<file path="src/rtl/div_clock_prog.sv">
// Programmable clock divider: counts 0..div_active, then emits a one-cycle tick and toggles clk_div.
// New terminal values are held in a shadow register until the next wrap so the current period is never cut short.
module div_clock_prog #(
   parameter int              WIDTH      = 15,
   parameter logic [WIDTH-1:0] RESET_TERM = {WIDTH{1'b1}}
) (
   input  logic             clk,
   input  logic             reset,
   input  logic             en,
   input  logic             clr,
   input  logic             div_load,
   input  logic [WIDTH-1:0] div_value,
   output logic [WIDTH-1:0] count,
   output logic             tick,
   output logic             clk_div,
   output logic [WIDTH-1:0] div_active,
   output logic             div_pending
);

   logic [WIDTH-1:0] r_count;
   logic             r_tick;
   logic             r_clk_div;
   logic [WIDTH-1:0] r_div_active;
   logic [WIDTH-1:0] r_div_shadow;
   logic             r_div_pending;

   logic             w_wrap;
   logic             w_wrap_edge;

   // >= lets a count stranded above a freshly shrunk terminal still wrap
   assign w_wrap      = en && (r_count >= r_div_active);
   assign w_wrap_edge = !clr && w_wrap;

   always_ff @(posedge clk or negedge reset) begin
      if (!reset) begin
         r_count   <= '0;
         r_tick    <= 1'b0;
         r_clk_div <= 1'b0;
      end else if (clr) begin
         r_count   <= '0;
         r_tick    <= 1'b0;
         r_clk_div <= 1'b0;
      end else if (w_wrap) begin
         r_count   <= '0;
         r_tick    <= 1'b1;
         r_clk_div <= ~r_clk_div;
      end else if (en) begin
         r_count   <= r_count + 1'b1;
         r_tick    <= 1'b0;
      end else begin
         r_tick    <= 1'b0;
      end
   end

   // A load mid-period is parked in the shadow; on a wrap edge or while idle it takes effect at once
   always_ff @(posedge clk or negedge reset) begin
      if (!reset) begin
         r_div_active  <= RESET_TERM;
         r_div_shadow  <= '0;
         r_div_pending <= 1'b0;
      end else if (div_load) begin
         if (en && !w_wrap_edge) begin
            r_div_shadow  <= div_value;
            r_div_pending <= 1'b1;
         end else begin
            r_div_active  <= div_value;
            r_div_pending <= 1'b0;
         end
      end else if (w_wrap_edge && r_div_pending) begin
         r_div_active  <= r_div_shadow;
         r_div_pending <= 1'b0;
      end
   end

   assign count       = r_count;
   assign tick        = r_tick;
   assign clk_div     = r_clk_div;
   assign div_active  = r_div_active;
   assign div_pending = r_div_pending;

endmodule
</file>
<file path="config.mk">
export PLATFORM = sky130hd
export DESIGN_NAME = div_clock_prog
export DESIGN_NICKNAME = d
export VERILOG_FILES = /design/src/rtl/div_clock_prog.sv
export SDC_FILE = /design/constraint.sdc
export NUM_CORES = 1
export LEC_CHECK = 0
export CORE_UTILIZATION = 53
export CTS_CLUSTER_SIZE = 25
export DETAILED_ROUTE_END_ITERATION = 8
export GPL_TIMING_DRIVEN = 0
export PLACE_DENSITY = 0.77
export SKIP_CTS_REPAIR_TIMING = 1
export SLEW_MARGIN = 25
export SYNTH_ARGS = -nofsm -noshare
export SYNTH_HDL_FRONTEND = slang
export SYNTH_SLANG_ARGS = --single-unit
</file>
<file path="constraint.sdc">
create_clock -name clk -period 2.9 [get_ports clk]
set_clock_uncertainty 0.05 [all_clocks]
set_input_delay 0.435 -clock clk [delete_from_list [all_inputs] [get_ports clk]]
set_output_delay 0.435 -clock clk [all_outputs]
set_load 0.02 [all_outputs]
</file>
==> results of run 1 <==
## per-stage QoR
stage                     power [W]  setup WS (ns)  area [um^2]  std cells  TNS (ns)
after floorplan             0.00102          0.177         2870        288         0
after global placement      0.00117       -0.00700         3460        408    -0.155
after detailed placement    0.00118        -0.0182         3450        408    -0.136
after CTS                   0.00160        -0.0356         3550        416    -0.389
after global routing        0.00169        -0.0228         3630        421   -0.0966
final                       0.00161         0.0820         3630        421         0
## power breakdown
| part | switching [W] | leakage (nW) | internal, W |
|---|---|---|---|
| clock network | 0.000229 | 0.0445 | 0.000194 |
| registers | 0.0000578 | 0.582 | 0.000756 |
| logic | 0.000187 | 0.974 | 0.000187 |
| total | 0.000473 | 1.60 | 0.00114 |
## routing by layer
metal | vias to the layer above | global-route usage | part of all wire
met5 | - | 0 | 0
met4 | 0 | 0.0988 | 0.012
met3 | 10 | 0.0450 | 0.048
met2 | 90 | 0.398 | 0.48
met1 | 1168 | 0.367 | 0.46
li1 | 1172 | - | -
## cell type report
cell class	instances	area (um^2)	share of cell area
Sequential cell	48	1220	0.336
Inverter	17	63.8	0.0176
Multi-Input combinational cell	206	1530	0.420
Clock buffer	7	86.3	0.0238
Clock inverter	1	7.51	0.00207
Tap cell	70	87.6	0.0241
Timing Repair Buffer	55	536	0.147
Buffer	17	104	0.0286
## sequential cells by signal (all words and copies together) (netlist names)
| signal | count |
|---|---|
| clk_div | 1 |
| r_div_shadow | 15 |
| div_active | 15 |
| count | 15 |
| tick | 1 |
| div_pending | 1 |
## worst max-delay path, stage by stage, from the launching register on
cell and delay, ns:
dfstp_2 0.55, inv_1 0.04, ha_1 0.29, and2_4 0.17, a221o_1 0.35, a221oi_4 0.39, buf_4 0.18, nor2_1 0.04
o32a_1 0.30, buf_6 0.15, o221a_1 0.23
## synth_stat cells (5+ instances only)
cell and instances:
ha_1 16, o21ai_0 12, o221a_1 10, a22oi_1 6, dfstp_2 15, nand2_1 31, a21oi_1 7, xor2_1 9
inv_1 17, mux2_2 11, mux2i_1 11, nand3_1 10, dfrtp_1 33, o211ai_1 10, clkbuf_1 10, nor2_1 27
o221ai_1 5, nor4b_1 5
## layout by cell type, fill, tap and decap left out, drive strengths merged
cell	n
o32a	1
a22oi	6
and3	3
nor3	2
o221ai	5
a31oi	1
nand2	31
buf	14
and2	1
nand2b	2
dfstp	15
a211o	1
clkbuf	16
and4	3
o21ai	14
o211ai	10
dfrtp	33
a21oi	7
mux2i	11
ha	16
nor2	27
a211oi	2
o221a	10
clkdlybuf4s50	49
a21o	1
a221o	1
or3	1
nand4	4
nor4b	5
clkinvlp	1
xnor2	2
inv	17
nand3	10
a221oi	1
or4	2
o21a	1
mux2	15
o211a	1
xor2	9
## path summary, 6_finish.rpt
kind	start	to	slack [ns]	cells past startpoint
setup / recovery	div_active[10]	div_active[12]	0.08	10
hold / removal	reset	r_div_shadow[11]	0.09	1
setup reg to reg	div_active[10]	div_active[12]	0.08	10
hold reg to reg	r_div_shadow[5]	r_div_shadow[5]	0.44	1
max in group asynchronous	reset	count[10]	2.30	1
min in group clk	r_div_shadow[5]	r_div_shadow[5]	0.44	1
## logic make-up (layout without fill, tap and decap cells)
logic type / after synthesis / after routing / synth area share
AO/OA/AOI/OAI: 62 / 62 / 0.171
XOR/XNOR: 11 / 11 / 0.0336
adder cells (fa/ha/maj): 16 / 16 / 0.0698
buffers and inverters: 34 / 97 / 0.0502
flip-flops: 48 / 48 / 0.425
multiplexers: 26 / 26 / 0.0973
AND/OR/NAND/NOR: 91 / 91 / 0.153
==> results.md, run 1 <==
* Status: finished, final reports clean
* Hold Vio Cnt, Final at 0
* Crit share post-route at 0.972
* Net Count, Synth at 324
* CP Max Fanout at 10
* RePlAce Congestion at 0.789
* Highest Clock Rate at 355 MHz
* Worst VDD drop at 278 uV
* TritonCTS Sinks at 48
* Synth top area share at 0.288
* Top FF cell, synth: dfrtp_1
* Hold WC Path Type: in -> async
* Synth Cell Area at 2870 um^2
* Initial antenna violation count at 0
* DRT Pass-1 Iters at 4
* Seq/Total Area, Yosys at 0.425
* Post-Synthesis Cells at 288
* Minimum clock period at 2.82 ns
* Cell variety after synth at 43
* Kind of critical path: reg -> reg
* Crit. End Element: flop
* Clk pin slew, worst setup/hold paths at 0.09 ns
* First-pass GRT wire length at 11.0 mm
* Hold slack at 0.0860 ns
* Final HPWL DP at 4.86 mm
* Final number of setup-violating endpoints at 0
* Max_cap viols at 0
* Clock Tree Root: clkbuf_8
* Row cnt at 26
* Worst Path Required at 3.09 ns
* Worst skew pair latency at 0.31 ns
* Ratio of cells with drive above 1 in the final layout at 0.157
* Synth area leaders: dfrtp_1 29%, dfstp_2 14%, ha_1 7.0%
* Total GRT Usage at 0.259
* Area growth syn-to-layout at 26.6%
* Fill cells at 390
* # IOs at 53
* Largest net degree at the start of global routing at 49
* Syn_area_per_cell at 9.96 um^2
* DR iter-0 viols at 246
* Number of synthesis warnings at 0
* Max clock buf depth at 2
* Core ar. at 5170 um^2
* Final Util at 0.702
* Vias in the first global route at 2,324
* DRC viols at 0
* CP startpoint kind: flop
* Layout Nets at 386
* Initial Utilization at 0.555
* Via density at 5.80
* Full die area at 5710 um^2
* Leakage at 1.60 nW
* WP data arrival at 3.00 ns
* Routed WL per cell at 16.4 um
* Die Wd at 75.6 um
* Fraction of registers with async set/reset at 1.00
* Power Density at 443 nW/um^2
* Chip height at 75.6 um
* Port Buffers at 50
* H-tree levels at 2
* GR Overflow Total at 0
* Post-synth top area cell: dfrtp_1
* Inserted Clock Buffers at 5
* EDFF count, synth at 0
* FF+latch count, synth at 48
* Antenna viol nets, final at 0
* Detailed-route via count at 2,440
* N_diodes at 0
* Least-Margin Pin Slew at 0.610 ns
* Final wirelength at 6.88 mm
* TritonCTS clock tree: built
* Max Transition Viols Final at 0
* Max_slew headroom at 0.593
No activity file was read; power rests on OpenSTA's default activity.
==> run 2: changes to the inputs <==
--- a/config.mk
+++ b/config.mk
@@ -11,7 +11,7 @@
 export GPL_TIMING_DRIVEN = 0
 export PLACE_DENSITY = 0.77
 export SKIP_CTS_REPAIR_TIMING = 1
-export SLEW_MARGIN = 25
+export SLEW_MARGIN = 10
 export SYNTH_ARGS = -nofsm -noshare
 export SYNTH_HDL_FRONTEND = slang
 export SYNTH_SLANG_ARGS = --single-unit
==> results.md, run 2 (synthesized netlist as in run 1, its figures left out) <==
* DR iter-0 viols at 291 (+18%)
* Clock Tree Root: clkbuf_8
* Clk pin slew, worst setup/hold paths at 0.09 ns (about the same)
* Reg-to-reg endpoint: r_div_shadow[14]
* Met1 usage at 0.371 (+0.00453)
* Total GRT Usage at 0.264 (+0.00544)
* Most frequent cells in the layout: 49 x clkdlybuf4s50_1, 33 x dfrtp_1, 31 x nand2_1, 27 x nor2_1, 17 x inv_1
* Die Wd at 75.6 um (unchanged)
* CP startpoint kind: flop
* Status: finished with violations
* Max_cap viols at 0 (unchanged)
* Largest net degree at the start of global routing at 34 (-31%)
* # IOs at 53 (unchanged)
* Inserted Clock Buffers at 5 (unchanged)
* Vias in the first global route at 2,337 (+0.56%)
* Power Density at 443 nW/um^2 (about the same)
* N_diodes at 0 (unchanged)
* Initial antenna violation count at 0 (unchanged)
* First-pass GRT wire length at 11.2 mm (+1.6%)
* Failing checks: negative hold slack
* DRC viols at 0 (unchanged)
* Final number of setup-violating endpoints at 0 (unchanged)
* Layout Nets at 384 (-0.52%)
* Met2 GRT Util at 0.416 (+0.0179)
* Cells on worst reg2reg path at 9 (-1)
* Max Transition Viols Final at 0 (unchanged)
* Reg2reg start: div_active[8]
* Worst skew pair latency at 0.31 ns (about the same)
* Leading cell type in the layout, fill and taps excluded: clkdlybuf4s50_1
* H-tree levels at 2 (unchanged)
* Highest Clock Rate at 354 MHz (-0.30%)
* Worst Path Required at 3.05 ns (-0.04 ns)
* Max clock buf depth at 2 (unchanged)
* Minimum clock period at 2.83 ns (+0.00855 ns)
* WP data arrival at 2.98 ns (-0.02 ns)
* Kind of critical path: reg -> reg
* Worst VDD drop at 278 uV (about the same)
* Antenna viol nets, final at 0 (unchanged)
* RePlAce Congestion at 0.789 (unchanged)
* TritonCTS Sinks at 48 (unchanged)
* Row cnt at 26 (unchanged)
* Fill cells at 386 (-1.0%)
* Final HPWL DP at 4.94 mm (+1.7%)
* TritonCTS clock tree: built
* Power Total at 0.00161 W (+0.12%)
* Busiest grt layer: met2
* Max_slew headroom at 0.646 (+0.0525)
* GR Overflow Total at 0 (unchanged)
* Via density at 5.84 (+0.77%)
* Detailed-route via count at 2,447 (+0.29%)
* Ratio of cells with drive above 1 in the final layout at 0.152 (-0.00483)
* Chip height at 75.6 um (unchanged)
* Reg area at 1220 um^2 (unchanged)
* Multi-input logic area at 1540 um^2 (+0.57%)
* Hold slack at -0.0122 ns (-0.0982 ns)
* Final wirelength at 6.99 mm (+1.6%)
* CP Max Fanout at 10 (unchanged)
* Leakage at 1.60 nW (-0.21%)
* Least-Margin Pin Slew at 0.531 ns (-0.0787 ns)
* Initial Utilization at 0.555 (unchanged)
* GR Util met3 at 0.0437 (-0.00132)
* Full die area at 5710 um^2 (unchanged)
* Flop-to-flop setup slack at 0.07 ns (about the same)
* Hold WC Path Type: in -> async
* Crit share post-route at 0.975 (+0.00295)
* Hold Vio Cnt, Final at 12 (+12)
* Core ar. at 5170 um^2 (unchanged)
* Port Buffers at 50 (unchanged)
* Crit. End Element: flop
* Final Util at 0.703 (+0.00145)
* Routed WL per cell at 16.7 um (+2.1%)
* DRT Pass-1 Iters at 4 (unchanged)
* Area growth syn-to-layout at 26.8%
## run 2: changes by cell type in the layout (fill, tap and decap cells not counted)
| cell | change |
|---|---|
| buf_12 | +1 |
| a21oi_4 | +1 |
| and2_1 | +1 |
| buf_2 | +1 |
| buf_6 | -1 |
| buf_4 | -5 |
| and2_4 | -1 |
| clkbuf_4 | +1 |
| a21oi_1 | -1 |
| buf_8 | +1 |
## run 2: layout make-up
type                    count  area share
repair buffers             53       0.146
plain buffers              17      0.0296
inverters                  17      0.0175
flip-flops and latches     48       0.335
well taps                  70      0.0241
multi-input cells         206       0.422
clock inverters             1     0.00206
clock buffers               7      0.0237
## run 2: per-layer routing
| metal | vias up | part of all wire |
|---|---|---|
| li1 | 1168 | - |
| met1 | 1188 | 0.46 |
| met2 | 82 | 0.48 |
| met3 | 9 | 0.043 |
| met4 | 0 | 0.013 |
| met5 | - | 0 |
## run 2: worst max path at each step
| stage | from | endpoint | slack (ns) | depth (start not counted) |
|---|---|---|---|---|
| finish | div_active[8] | r_div_shadow[14] | 0.07 | 9 |
| global route | div_active[8] | r_div_shadow[14] | -0.01 | 9 |
| CTS | div_active[8] | r_div_shadow[1] | -0.06 | 9 |
| detailed placement | div_active[8] | r_div_shadow[1] | -0.04 | 9 |
| global placement | reset | r_div_shadow[14] | -0.007 | 1 |
| floorplan | div_active[8] | r_div_shadow[0] | 0.18 | 9 |
## run 2: per-stage QoR
| stage | area [um^2] | cells | worst slack (ns) | TNS (ns) |
|---|---|---|---|---|
| 2_1_floorplan | 2870 | 288 | 0.177 | 0 |
| 3_3_place_gp | 3460 | 408 | -0.00700 | -0.155 |
| 3_5_place_dp | 3470 | 409 | -0.0369 | -0.386 |
| 4_1_cts | 3570 | 417 | -0.0571 | -0.674 |
| 5_1_grt | 3640 | 419 | -0.0149 | -0.0569 |
| 6_report | 3640 | 419 | 0.0735 | 0 |
## run 2: power breakdown
part / leakage (nW) / switching (W) / internal, W
sequential: 0.582 / 0.0000588 / 0.000756
combinational: 0.971 / 0.000189 / 0.000184
clock: 0.0445 / 0.000230 / 0.000194
## run 2: worst max-delay path: stages, from the launching register on
cell and delay [ns]:
dfstp_2 0.56, inv_1 0.05, ha_1 0.29, a21o_1 0.17
a221o_1 0.35, a221oi_4 0.39, o21ai_4 0.13, a21oi_4 0.19
buf_6 0.18, mux2_2 0.35
